==> src/rtl/ps2_pkg.sv <==
// Shared PS/2 definitions: host transmitter states, command bytes and timing helper.
package ps2_pkg;

  localparam int unsigned CntW        = 20;
  localparam int unsigned FilterDepth = 4;

  typedef logic [2:0] ps2_state_t;

  localparam ps2_state_t StIdle     = 3'd0;
  localparam ps2_state_t StInhibit  = 3'd1;
  localparam ps2_state_t StReq      = 3'd2;
  localparam ps2_state_t StShift    = 3'd3;
  localparam ps2_state_t StAck      = 3'd4;
  localparam ps2_state_t StWaitIdle = 3'd5;
  localparam ps2_state_t StFail     = 3'd6;

  localparam logic [7:0] PS2_CMD_LEDS  = 8'hED;
  localparam logic [7:0] PS2_CMD_RESET = 8'hFF;

  function automatic int unsigned us_to_cyc(input int unsigned clk_hz, input int unsigned us);
    return (clk_hz / 32'd1000000) * us;
  endfunction

endpackage

==> src/rtl/ps2_line_sync.sv <==
// PS/2 line conditioner: 2-flop synchronizer, optional 4-sample glitch filter
// (PS2_TX_FILTER_EN) and a one-cycle strobe on a filtered 1->0 transition.
module ps2_line_sync
  import ps2_pkg::*;
(
  input  logic clk,
  input  logic reset,
  input  logic pin_i,
  output logic level_o,
  output logic fall_o
);

  logic [1:0] sync_q, sync_d;
  logic       prev_q, prev_d;
  logic       filt;

  always_comb sync_d = {sync_q[0], pin_i};

`ifdef PS2_TX_FILTER_EN
  logic [FilterDepth-2:0] hist_q, hist_d;
  logic                   filt_q, filt_d;

  // Filtered level only follows once the last FilterDepth samples agree.
  always_comb begin
    hist_d = {hist_q[FilterDepth-3:0], sync_q[1]};
    filt_d = filt_q;
    if (&{hist_q, sync_q[1]}) begin
      filt_d = 1'b1;
    end else if (~|{hist_q, sync_q[1]}) begin
      filt_d = 1'b0;
    end
  end

  always_ff @(posedge clk or posedge reset) begin
    if (reset) begin
      hist_q <= '1;
      filt_q <= 1'b1;
    end else begin
      hist_q <= hist_d;
      filt_q <= filt_d;
    end
  end

  assign filt = filt_q;
`else
  assign filt = sync_q[1];
`endif

  always_comb prev_d = filt;

  // Idle bus is high, so reset the pipeline to 1 to avoid a spurious fall.
  always_ff @(posedge clk or posedge reset) begin
    if (reset) begin
      sync_q <= 2'b11;
      prev_q <= 1'b1;
    end else begin
      sync_q <= sync_d;
      prev_q <= prev_d;
    end
  end

  assign level_o = filt;
  assign fall_o  = prev_q & ~filt;

endmodule

==> src/rtl/ps2_host_tx.sv <==
// Host-to-device PS/2 command transmitter: inhibit, request-to-send, bit shifting on
// device clock falls and ACK check. PS2_TX_FILTER_EN enables the input glitch filter.
module ps2_host_tx
  import ps2_pkg::*;
#(
  parameter int unsigned CLK_HZ     = 32000000,
  parameter int unsigned INHIBIT_US = 100,
  parameter int unsigned TIMEOUT_US = 15000
) (
  input  logic       clk,
  input  logic       reset,
  input  logic [7:0] tx_data,
  input  logic       tx_valid,
  output logic       tx_ready,
  output logic       tx_done,
  output logic       tx_err,
  input  logic       ps2_clk_in,
  input  logic       ps2_data_in,
  output logic       ps2_clk_oe,
  output logic       ps2_data_oe,
  output logic       busy
);

  // Counters run down to zero inclusive, hence the -1 on both loads.
  localparam logic [CntW-1:0] InhibitLoad = CntW'(us_to_cyc(CLK_HZ, INHIBIT_US) - 1);
  localparam logic [CntW-1:0] TimeoutLoad = CntW'(us_to_cyc(CLK_HZ, TIMEOUT_US) - 1);

  logic clk_lvl, clk_fall, data_lvl, data_fall_unused;

  ps2_line_sync u_clk_sync (
    .clk     (clk),
    .reset   (reset),
    .pin_i   (ps2_clk_in),
    .level_o (clk_lvl),
    .fall_o  (clk_fall)
  );

  ps2_line_sync u_data_sync (
    .clk     (clk),
    .reset   (reset),
    .pin_i   (ps2_data_in),
    .level_o (data_lvl),
    .fall_o  (data_fall_unused)
  );

  ps2_state_t      state_q, state_d;
  logic [CntW-1:0] cnt_q, cnt_d;
  logic [3:0]      bitcnt_q, bitcnt_d;
  logic [7:0]      byte_q, byte_d;
  logic            par_q, par_d;
  logic            clk_oe_q, clk_oe_d, data_oe_q, data_oe_d;
  logic            ready_q, ready_d, done_q, done_d, err_q, err_d, busy_q, busy_d;

  always_comb begin
    state_d   = state_q;
    cnt_d     = cnt_q;
    bitcnt_d  = bitcnt_q;
    byte_d    = byte_q;
    par_d     = par_q;
    data_oe_d = data_oe_q;
    done_d    = 1'b0;
    case (state_q)
      StIdle: begin
        if (tx_valid) begin
          byte_d  = tx_data;
          par_d   = ~^tx_data;
          cnt_d   = InhibitLoad;
          state_d = StInhibit;
        end
      end
      StInhibit: begin
        if (cnt_q == '0) begin
          state_d   = StReq;
          data_oe_d = 1'b1;
        end else begin
          cnt_d = cnt_q - CntW'(1);
        end
      end
      StReq: begin
        cnt_d    = TimeoutLoad;
        bitcnt_d = '0;
        state_d  = StShift;
      end
      StShift, StAck, StWaitIdle: begin
        // Expiry is checked first so it wins over a simultaneous clock fall.
        if (cnt_q == '0) begin
          state_d = StFail;
        end else begin
          cnt_d = cnt_q - CntW'(1);
          if (state_q == StShift && clk_fall) begin
            bitcnt_d = bitcnt_q + 4'd1;
            if (bitcnt_q < 4'd8) begin
              data_oe_d = ~byte_q[bitcnt_q[2:0]];
            end else if (bitcnt_q == 4'd8) begin
              data_oe_d = ~par_q;
            end else begin
              data_oe_d = 1'b0;
              state_d   = StAck;
            end
          end else if (state_q == StAck && clk_fall) begin
            state_d = data_lvl ? StFail : StWaitIdle;
          end else if (state_q == StWaitIdle && clk_lvl && data_lvl) begin
            state_d = StIdle;
            done_d  = 1'b1;
          end
        end
      end
      StFail:  state_d = StIdle;
      default: state_d = StIdle;
    endcase
    if (state_d != StReq && state_d != StShift) begin
      data_oe_d = 1'b0;
    end
  end

  always_comb begin
    clk_oe_d = (state_d == StInhibit) || (state_d == StReq);
    ready_d  = (state_d == StIdle);
    busy_d   = (state_d != StIdle);
    err_d    = (state_d == StFail);
  end

  always_ff @(posedge clk or posedge reset) begin
    if (reset) begin
      state_q   <= StIdle;
      cnt_q     <= '0;
      bitcnt_q  <= '0;
      byte_q    <= '0;
      par_q     <= 1'b0;
      clk_oe_q  <= 1'b0;
      data_oe_q <= 1'b0;
      ready_q   <= 1'b1;
      done_q    <= 1'b0;
      err_q     <= 1'b0;
      busy_q    <= 1'b0;
    end else begin
      state_q   <= state_d;
      cnt_q     <= cnt_d;
      bitcnt_q  <= bitcnt_d;
      byte_q    <= byte_d;
      par_q     <= par_d;
      clk_oe_q  <= clk_oe_d;
      data_oe_q <= data_oe_d;
      ready_q   <= ready_d;
      done_q    <= done_d;
      err_q     <= err_d;
      busy_q    <= busy_d;
    end
  end

  assign tx_ready    = ready_q;
  assign tx_done     = done_q;
  assign tx_err      = err_q;
  assign ps2_clk_oe  = clk_oe_q;
  assign ps2_data_oe = data_oe_q;
  assign busy        = busy_q;

endmodule
==> config.mk <==
export PLATFORM = sky130hd
export DESIGN_NAME = ps2_host_tx
export DESIGN_NICKNAME = d
export VERILOG_FILES = /design/src/rtl/ps2_pkg.sv /design/src/rtl/ps2_line_sync.sv /design/src/rtl/ps2_host_tx.sv
export SDC_FILE = /design/constraint.sdc
export NUM_CORES = 1
export LEC_CHECK = 0
export ABC_AREA = 1
export CORE_ASPECT_RATIO = 1.25
export CORE_MARGIN = 10
export CORE_UTILIZATION = 50
export DETAILED_ROUTE_END_ITERATION = 10
export DONT_BUFFER_PORTS = 1
export PLACE_DENSITY = 0.64
export SYNTH_ARGS = -nofsm -noshare
export SYNTH_HDL_FRONTEND = slang
export SYNTH_SLANG_ARGS = --single-unit
==> constraint.sdc <==
create_clock -name clk -period 2.25 [get_ports clk]
set_clock_uncertainty 0.1 [all_clocks]
set_input_delay 0.675 -clock clk [delete_from_list [all_inputs] [get_ports clk]]
set_output_delay 0.675 -clock clk [all_outputs]
set_load 0.02 [all_outputs]
==> results.md, run 1 <==
- The flow ran to the end, and the final reports show no timing, DRC or antenna violations.
- Across the VDD grid, the largest voltage drop is between 0.0003 and 0.0004 V.
- The pre-antenna-repair detailed-routing pass consisted of 4 iterations.
- From bottom edge to top edge, the die measures 105 um.
- The post-synthesis sequential area ratio is 0.411.
- The fraction of registers with async set/reset is 1.00.
- The final cell utilization of the core is 0.553.
- The slowest stage of the critical path belongs to the cell dfrtp_1.
- The worst setup path is launched from a register.
- The overall via count from detail_route is 2357.
- The post-route DRC violation count is 0.
- The effective utilization at floorplan is 0.522.
- The required time at the worst-slack endpoint is 2.35 ns.
- The count of different cell masters after synthesis is 33.
- The tree is rooted in a clkbuf_8.
- For this run, the leading register cell type out of synthesis is dfrtp_1.
- The core region is 5520 um2.
- The min-delay analysis places its worst path in the category in2async.
- For this design, the CTS-stage hold fixing added 0 buffers.
- The first global-routing pass estimated 11.2 mm of wire.
- The net count reported at finish is around 400.
- The count of synthesis-stage warnings from yosys is 0.
- The placed standard-cell area is 2930 um2.
- In this run the tightest slew margin relative to its limit is 0.664.
- In the routed layout, each cell is associated on average with a via count of between 5 and 6.
- Counting every net in the synthesized netlist gives 399.
- During placement, the flow inserted port buffers numbering 0.
- Setup repair after global routing left no endpoint under its margin.
- The number of instances in the synthesized netlist is 382.
- The worst reg-to-reg setup slack is 0.23 ns.
- Among the stages of the critical path, the cell type that occurs most often is nand2_4.
- The worst hold slack across all endpoints is 0.162 ns.
- For the pin with the worst max-slew slack, the measured transition is 0.504 ns.
- The initial antenna violation count is 0.
- The final wirelength is 6.35 mm.
- CTS built an H-tree with a depth of 2.
- In the final routed layout, each cell accounts on average for ~14 um.
- In the layout the commonest cells are nand2_1, inv_1, dfrtp_1.
- From synthesis to final layout, the design area changed by 5.86%.
- The critical path starts at state_q[2].
- The number of primary I/O pins is 19.
- The floorplan has 30 rows.
- The repair_antennas step left the layout with diodes totalling 0.
- The synthesized design contains 0 enable-type register cells.
- The end of the critical path is cnt_q[0].
- The number of antenna-violating nets in the routed design is 0.
- In this run the worst path has a maximum fanout of 25.
- The startpoint of the lowest-slack register-to-register path is state_q[2].
- Summed over all cells, the static leakage comes to 1.46 nW.
- The synthesized area divided by synthesized cell count is 7.54 um2.
- The worst register-to-register path has a depth of 9.
- The count of instances resized after the clock tree is built is 0.
- Setup violations remaining at the end of the flow were counted as 0.
- The clock reaches the later pin of the worst-skew pair after just over 0.3 ns.
- The total congestion overflow after global routing is 0.
- The congestion estimate from routability-driven global placement came to 0.895.
- Clock tree synthesis found a total of 47 sinks.
- Post-CTS timing repair inserted 0 buffers for setup.
- The cell area after synthesis is 2880 um2.
- The die footprint is a little over 9000 um2.
- The endpoint of the lowest-slack register-to-register path is cnt_q[0].
- The worst setup path is captured at a register.
- The max-capacitance violation count is 0.
- The final HPWL from detailed placement is 4.88 mm.
- TritonCTS built the clock tree.
- The total non-filler cell area in the finished layout is roughly 3000 um2.
- The largest net degree at the start of global routing is 26.
- After clock tree synthesis, the clock-pin slew on the worst setup and hold paths is 0.10 ns.
- The number of global-route vias before repair was 2453.
- Of the cells placed in the final design, the portion with a size suffix greater than 1 is 0.158.
- The final period utilization is 0.897.
- The power density normalized to cell area is 607 nW/um2.
- The setup path with the least slack is of type reg2reg.
- Static timing analysis puts the maximum clock frequency at 496 MHz.
- The synthesized design contains 47 register bits.
- The final total power is roughly 1.8 mW.
- The most common cell after layout, fill and taps aside is nand2_1.
- TritonCTS created 5 clock buffers.
- The total count of hold-check failures in the final report is 0.
- Setup total negative slack on the finished layout was measured at 0 ns.
- The time the final worst path needs with I/O delays and setup is 2.02 ns.
- The maximum count of clock buffers along a single path is 2.
- Across every metal layer, demand over resource in global routing totals 0.149.
- The first routing iteration left ~110 violations.
- At the worst endpoint, the arrival time is about 2.1 ns.
- The maximum single-stage delay on the critical path is 0.52 ns.
- From left edge to right edge, the die measures between 80 and 90 um.
- The number of slew-limit violations in the final report came to 0.
- The critical path goes through clkinv_2, nand2_4, nand2_4, inv_2, nand2_2, nand2_4, inv_4, o21ai_0, o21ai_2.
[cell type report]
class	instances	area (um2)
clock buffers	6	82.6
clock inverters	2	35.0
fillers	545	2470
inverters	55	210
multi-input cells	273	1430
flip-flops and latches	47	1180
well taps	64	80.1
repair buffers	4	30.0
[state kept, by name, indices dropped and copies added, names as in the netlist]
name / flops
ps2_data_oe: 1
state_q: 3
u_data_sync.sync_q: 2
tx_ready: 1
cnt_q: 20
bitcnt_q: 4
tx_done: 1
byte_q: 8
u_clk_sync.prev_q: 1
par_q: 1
tx_err: 1
u_clk_sync.sync_q: 2
busy: 1
ps2_clk_oe: 1
[cell families after synthesis]
| kind of cell | after synthesis | share of synthesized area |
|---|---|---|
| XOR/XNOR | 13 | 0.0395 |
| AND/OR/NAND/NOR | 207 | 0.338 |
| buffers and inverters | 62 | 0.0934 |
| AO/OA/AOI/OAI | 49 | 0.101 |
| adder cells (fa/ha/maj) | 4 | 0.0174 |
| flip-flops | 47 | 0.411 |
[per-layer routing]
metal  up-vias  global-route usage  routed length, um
li1       1219                   -                  -
met1      1094               0.165               2560
met2        31               0.265               3410
met3        13              0.0326                218
met4         0              0.0594                163
met5         -                   0                  0
[synthesized netlist by cell type (all sizes together) (2+ instances only)]
library cell    n  area [um2]
a21boi          2        18.8
a21oi          10        50.1
buf             7        58.8
dfrtp          41        1030
dfstp           6         158
ha              4        50.1
inv            54         205
nand2         101         407
nand3          43         240
nand4           7        50.1
nor2           52         254
nor3            3        15.0
o21ai          34         200
xnor2           6        52.6
xor2            7        61.3
[critical path: cells and delay by family (launching register included)]
| kind | cells | cell delay (ns) |
|---|---|---|
| buf+inv | 3 | 0.59 |
| flops | 1 | 0.52 |
| simple gates | 4 | 0.49 |
| compound gates | 2 | 0.20 |
[how the worst min path moves through the flow]
stage,slack (ns),from,end,cells after the start
after CTS,0.17,reset,cnt_q[4],1
after global routing,0.20,reset,cnt_q[4],1
after detailed placement,0.25,u_data_sync.sync_q[0],u_data_sync.sync_q[1],0
final,0.16,reset,cnt_q[4],1
after global placement,0.25,u_clk_sync.sync_q[0],u_clk_sync.sync_q[1],0
after floorplan,0.25,u_clk_sync.sync_q[0],u_clk_sync.sync_q[1],0
[stage by stage]
stage	worst slack, ns	cells
floorplan	0.369	382
global placement	0.323	443
detailed placement	0.262	443
CTS	0.245	451
global route	0.0267	451
finish	0.232	451
[power breakdown]
group	internal [mW]	switching [mW]
Sequential	0.909	0.0620
Clock	0.360	0.300
Combinational	0.0877	0.130
Power figures use the tool's default switching activity.
==> run 2, diff against run 1 <==
--- a/config.mk
+++ b/config.mk
@@ -11,6 +11,7 @@
 export CORE_UTILIZATION = 50
 export DETAILED_ROUTE_END_ITERATION = 10
 export DONT_BUFFER_PORTS = 1
+export GPL_ROUTABILITY_DRIVEN = 0
 export PLACE_DENSITY = 0.64
 export SYNTH_ARGS = -nofsm -noshare
 export SYNTH_HDL_FRONTEND = slang
==> results of run 2 <==
No change in the layout: final DEF, timing and power equal those of run 1.
==> run 3, diff against run 2 <==
--- a/config.mk
+++ b/config.mk
@@ -13,6 +13,7 @@
 export DONT_BUFFER_PORTS = 1
 export GPL_ROUTABILITY_DRIVEN = 0
 export PLACE_DENSITY = 0.64
+export REMOVE_ABC_BUFFERS = 1
 export SYNTH_ARGS = -nofsm -noshare
 export SYNTH_HDL_FRONTEND = slang
 export SYNTH_SLANG_ARGS = --single-unit
==> results.md, run 3 (synthesized netlist as in run 1, its figures left out) <==
- The met1 demand-to-capacity share in global routing was 0.148 (was 0.165).
- Run status: completed (unchanged).
- The total non-filler cell area in the finished layout is 3050 um2 (about the same).
- The count of hold buffers inserted by post-cts repair came to 0 (unchanged).
- The flip-flop count of the largest register, all copies and words added is 20 (unchanged).
- The max-capacitance violation count is 0 (unchanged).
- The clock transition time at the flip-flop clock pins of the worst setup and hold paths was 0.09 ns (was 0.10 ns).
- The worst voltage drop across the vdd grid is 0.000350 V (was 0.000378 V).
- The critical-path maximum fanout is 25 (unchanged).
- The largest net degree at the start of global routing is 26 (unchanged).
- The relative slew slack is 0.638 (was 0.664).
- The critical path start-end classification is reg2reg (unchanged).
- The total congestion overflow after global routing is 0 (unchanged).
- The number of rows created at floorplan is 30 (unchanged).
- The global-route layer with the greatest usage is met2 (unchanged).
- The critical path startpoint category is a register (unchanged).
- The global routing met3 resource utilization came to 0.0365 (was 0.0326).
- The effective utilization at floorplan came to 0.522 (unchanged).
- The proportion of layout cells with a drive suffix above 1 is 0.155 (was 0.158).
- Registers with the most flip-flops: cnt_q (20), byte_q (8), bitcnt_q (4) (unchanged).
- The count of instances resized after the clock tree is built is 0 (unchanged).
- The peak clock frequency supported by timing came to 491 MHz (was 496 MHz).
- The diode insertion count for antenna repair was 0 (unchanged).
- The final period utilization came to 0.906 (was 0.897).
- The via-per-instance ratio was 5.25 (was 5.23).
- The power density normalized to cell area is 604 nW/um2 (was 607 nW/um2).
- Setup repair after global routing missed its margin: no (unchanged).
- The maximum count of clock buffers along a single path is 2 (unchanged).
- The net count reported at finish came to 402 (was 403).
- The number of H-tree levels is 2 (unchanged).
- The total count of hold-check failures in the final report is 0 (unchanged).
- The placed standard-cell area is 2940 um2 (was 2930 um2).
- The worst path arrival time was 2.13 ns (was 2.11 ns).
- The number of antenna-violating nets in the routed design is 0 (unchanged).
- The placeable core region is 5520 um2 (unchanged).
- The number of sinks on the clock net is 47 (unchanged).
- The number of DRC markers after the initial detailed-route iteration is 137 (was 107).
- The time the final worst path needs with I/O delays and setup is 2.04 ns (was 2.02 ns).
- The routed wirelength normalized by instance count is 13.5 um (was 14.1 um).
- The type of the most critical hold path is in2async (unchanged).
- The final HPWL from detailed placement is 4.58 mm (was 4.88 mm).
- The number of detailed-route iterations in the first pass came to 4 (unchanged).
- The number of primary I/O pins is 19 (unchanged).
- The height of the chip is 105 um (unchanged).
- The post-route setup TNS is 0 ns (unchanged).
- The global-route met2 utilization was 0.245 (was 0.265).
- The post-route DRC violation count is 0 (unchanged).
- The final wirelength is 6.07 mm (was 6.35 mm).
- The number of slew-limit violations in the final report is 0 (unchanged).
- The slew at the pin closest to its max-slew limit is 0.542 ns (was 0.504 ns).
- The root buffer cell was clkbuf_8 (unchanged).
- The number of clock buffers inserted by TritonCTS is 5 (unchanged).
- The most common cell after layout, fill and taps aside is nand2_1 (unchanged).
- The overall via count from detail_route was 2362 (was 2357).
- The static leakage power is 1.45 nW (was 1.46 nW).
- The initial antenna violation count is 0 (unchanged).
- The kind of end point of the critical path is a register (unchanged).
- The count of port buffers added during placement came to 0 (unchanged).
- The overall die width is 87.9 um (unchanged).
- The clock tree from TritonCTS is done (unchanged).
- The clock network latency to the later pin of the worst-skew pair came to 0.30 ns (was 0.31 ns).
- Top library cells by usage in the layout, fill and taps aside: nand2_1, inv_1, dfrtp_1 (unchanged).
- The global-route wire length before repair is 10.4 mm (was 11.2 mm).
- The number of global-route vias before repair was 2335 (was 2453).
- The most flop-heavy register is cnt_q (unchanged).
- The overall fraction of global-route tracks in use is 0.137 (was 0.149).
- The post-CTS setup buffer count is 0 (unchanged).
- The die footprint was 9220 um2 (unchanged).
- The number of setup violations in the final report is 0 (unchanged).
- The area growth from synthesis to layout came to 6.04% (was 5.86%).
- The required time at the worst-slack endpoint came to 2.34 ns (was 2.35 ns).
run 3: final timing paths:
check                                      start               endpoint  slack, ns  cells past startpoint
max                                   state_q[2]               cnt_q[0]       0.21                      9
min                                        reset               cnt_q[1]       0.19                      1
max reg2reg                           state_q[2]               cnt_q[0]       0.21                      9
min reg2reg                u_data_sync.sync_q[0]  u_data_sync.sync_q[1]       0.26                      0
max in group asynchronous                  reset      u_clk_sync.prev_q       1.28                      2
min in group clk           u_data_sync.sync_q[0]  u_data_sync.sync_q[1]       0.26                      0
run 3: final cells by class:
| class | count | area [um2] |
|---|---|---|
| fillers | 545 | 2460 |
| multi-input cells | 273 | 1430 |
| flip-flops and latches | 47 | 1180 |
| inverters | 55 | 210 |
| clock buffers | 6 | 82.6 |
| well taps | 64 | 80.1 |
| clock inverters | 2 | 35.0 |
| repair buffers | 3 | 35.0 |
run 3: power breakdown:
group	total [mW]	switching [mW]	internal, mW
combinational	0.217	0.127	0.0898
sequential	0.973	0.0639	0.909
clock	0.654	0.294	0.360
total	1.84	0.484	1.36
run 3: per-stage QoR:
stage | util | cells | power, mW | setup slack [ns] | hold WS [ns]
after floorplan | - | 375 | 1.16 | 0.369 | 0.245
final | 0.554 | 450 | 1.84 | 0.212 | 0.189
after global routing | 0.554 | 450 | 1.93 | 0.0502 | 0.233
after CTS | 0.554 | 450 | 1.86 | 0.183 | 0.211
after detailed placement | 0.532 | 442 | 1.21 | 0.218 | 0.249
after global placement | 0.532 | 442 | 1.21 | 0.250 | 0.247
run 3: routing by layer:
metal,share of wire,vias up
met4,0.0099,0
met2,0.53,47
met5,0,-
met1,0.42,1095
li1,-,1213
met3,0.045,7
run 3: worst max-delay path: stages (launching register included):
cell and delay [ns]:
dfrtp_1 0.50, clkinv_2 0.17, nand2_4 0.11, nand2_4 0.10, inv_2 0.25, nand2_2 0.12
nand2_4 0.16, inv_4 0.16, o21ai_0 0.17, o21ai_2 0.09
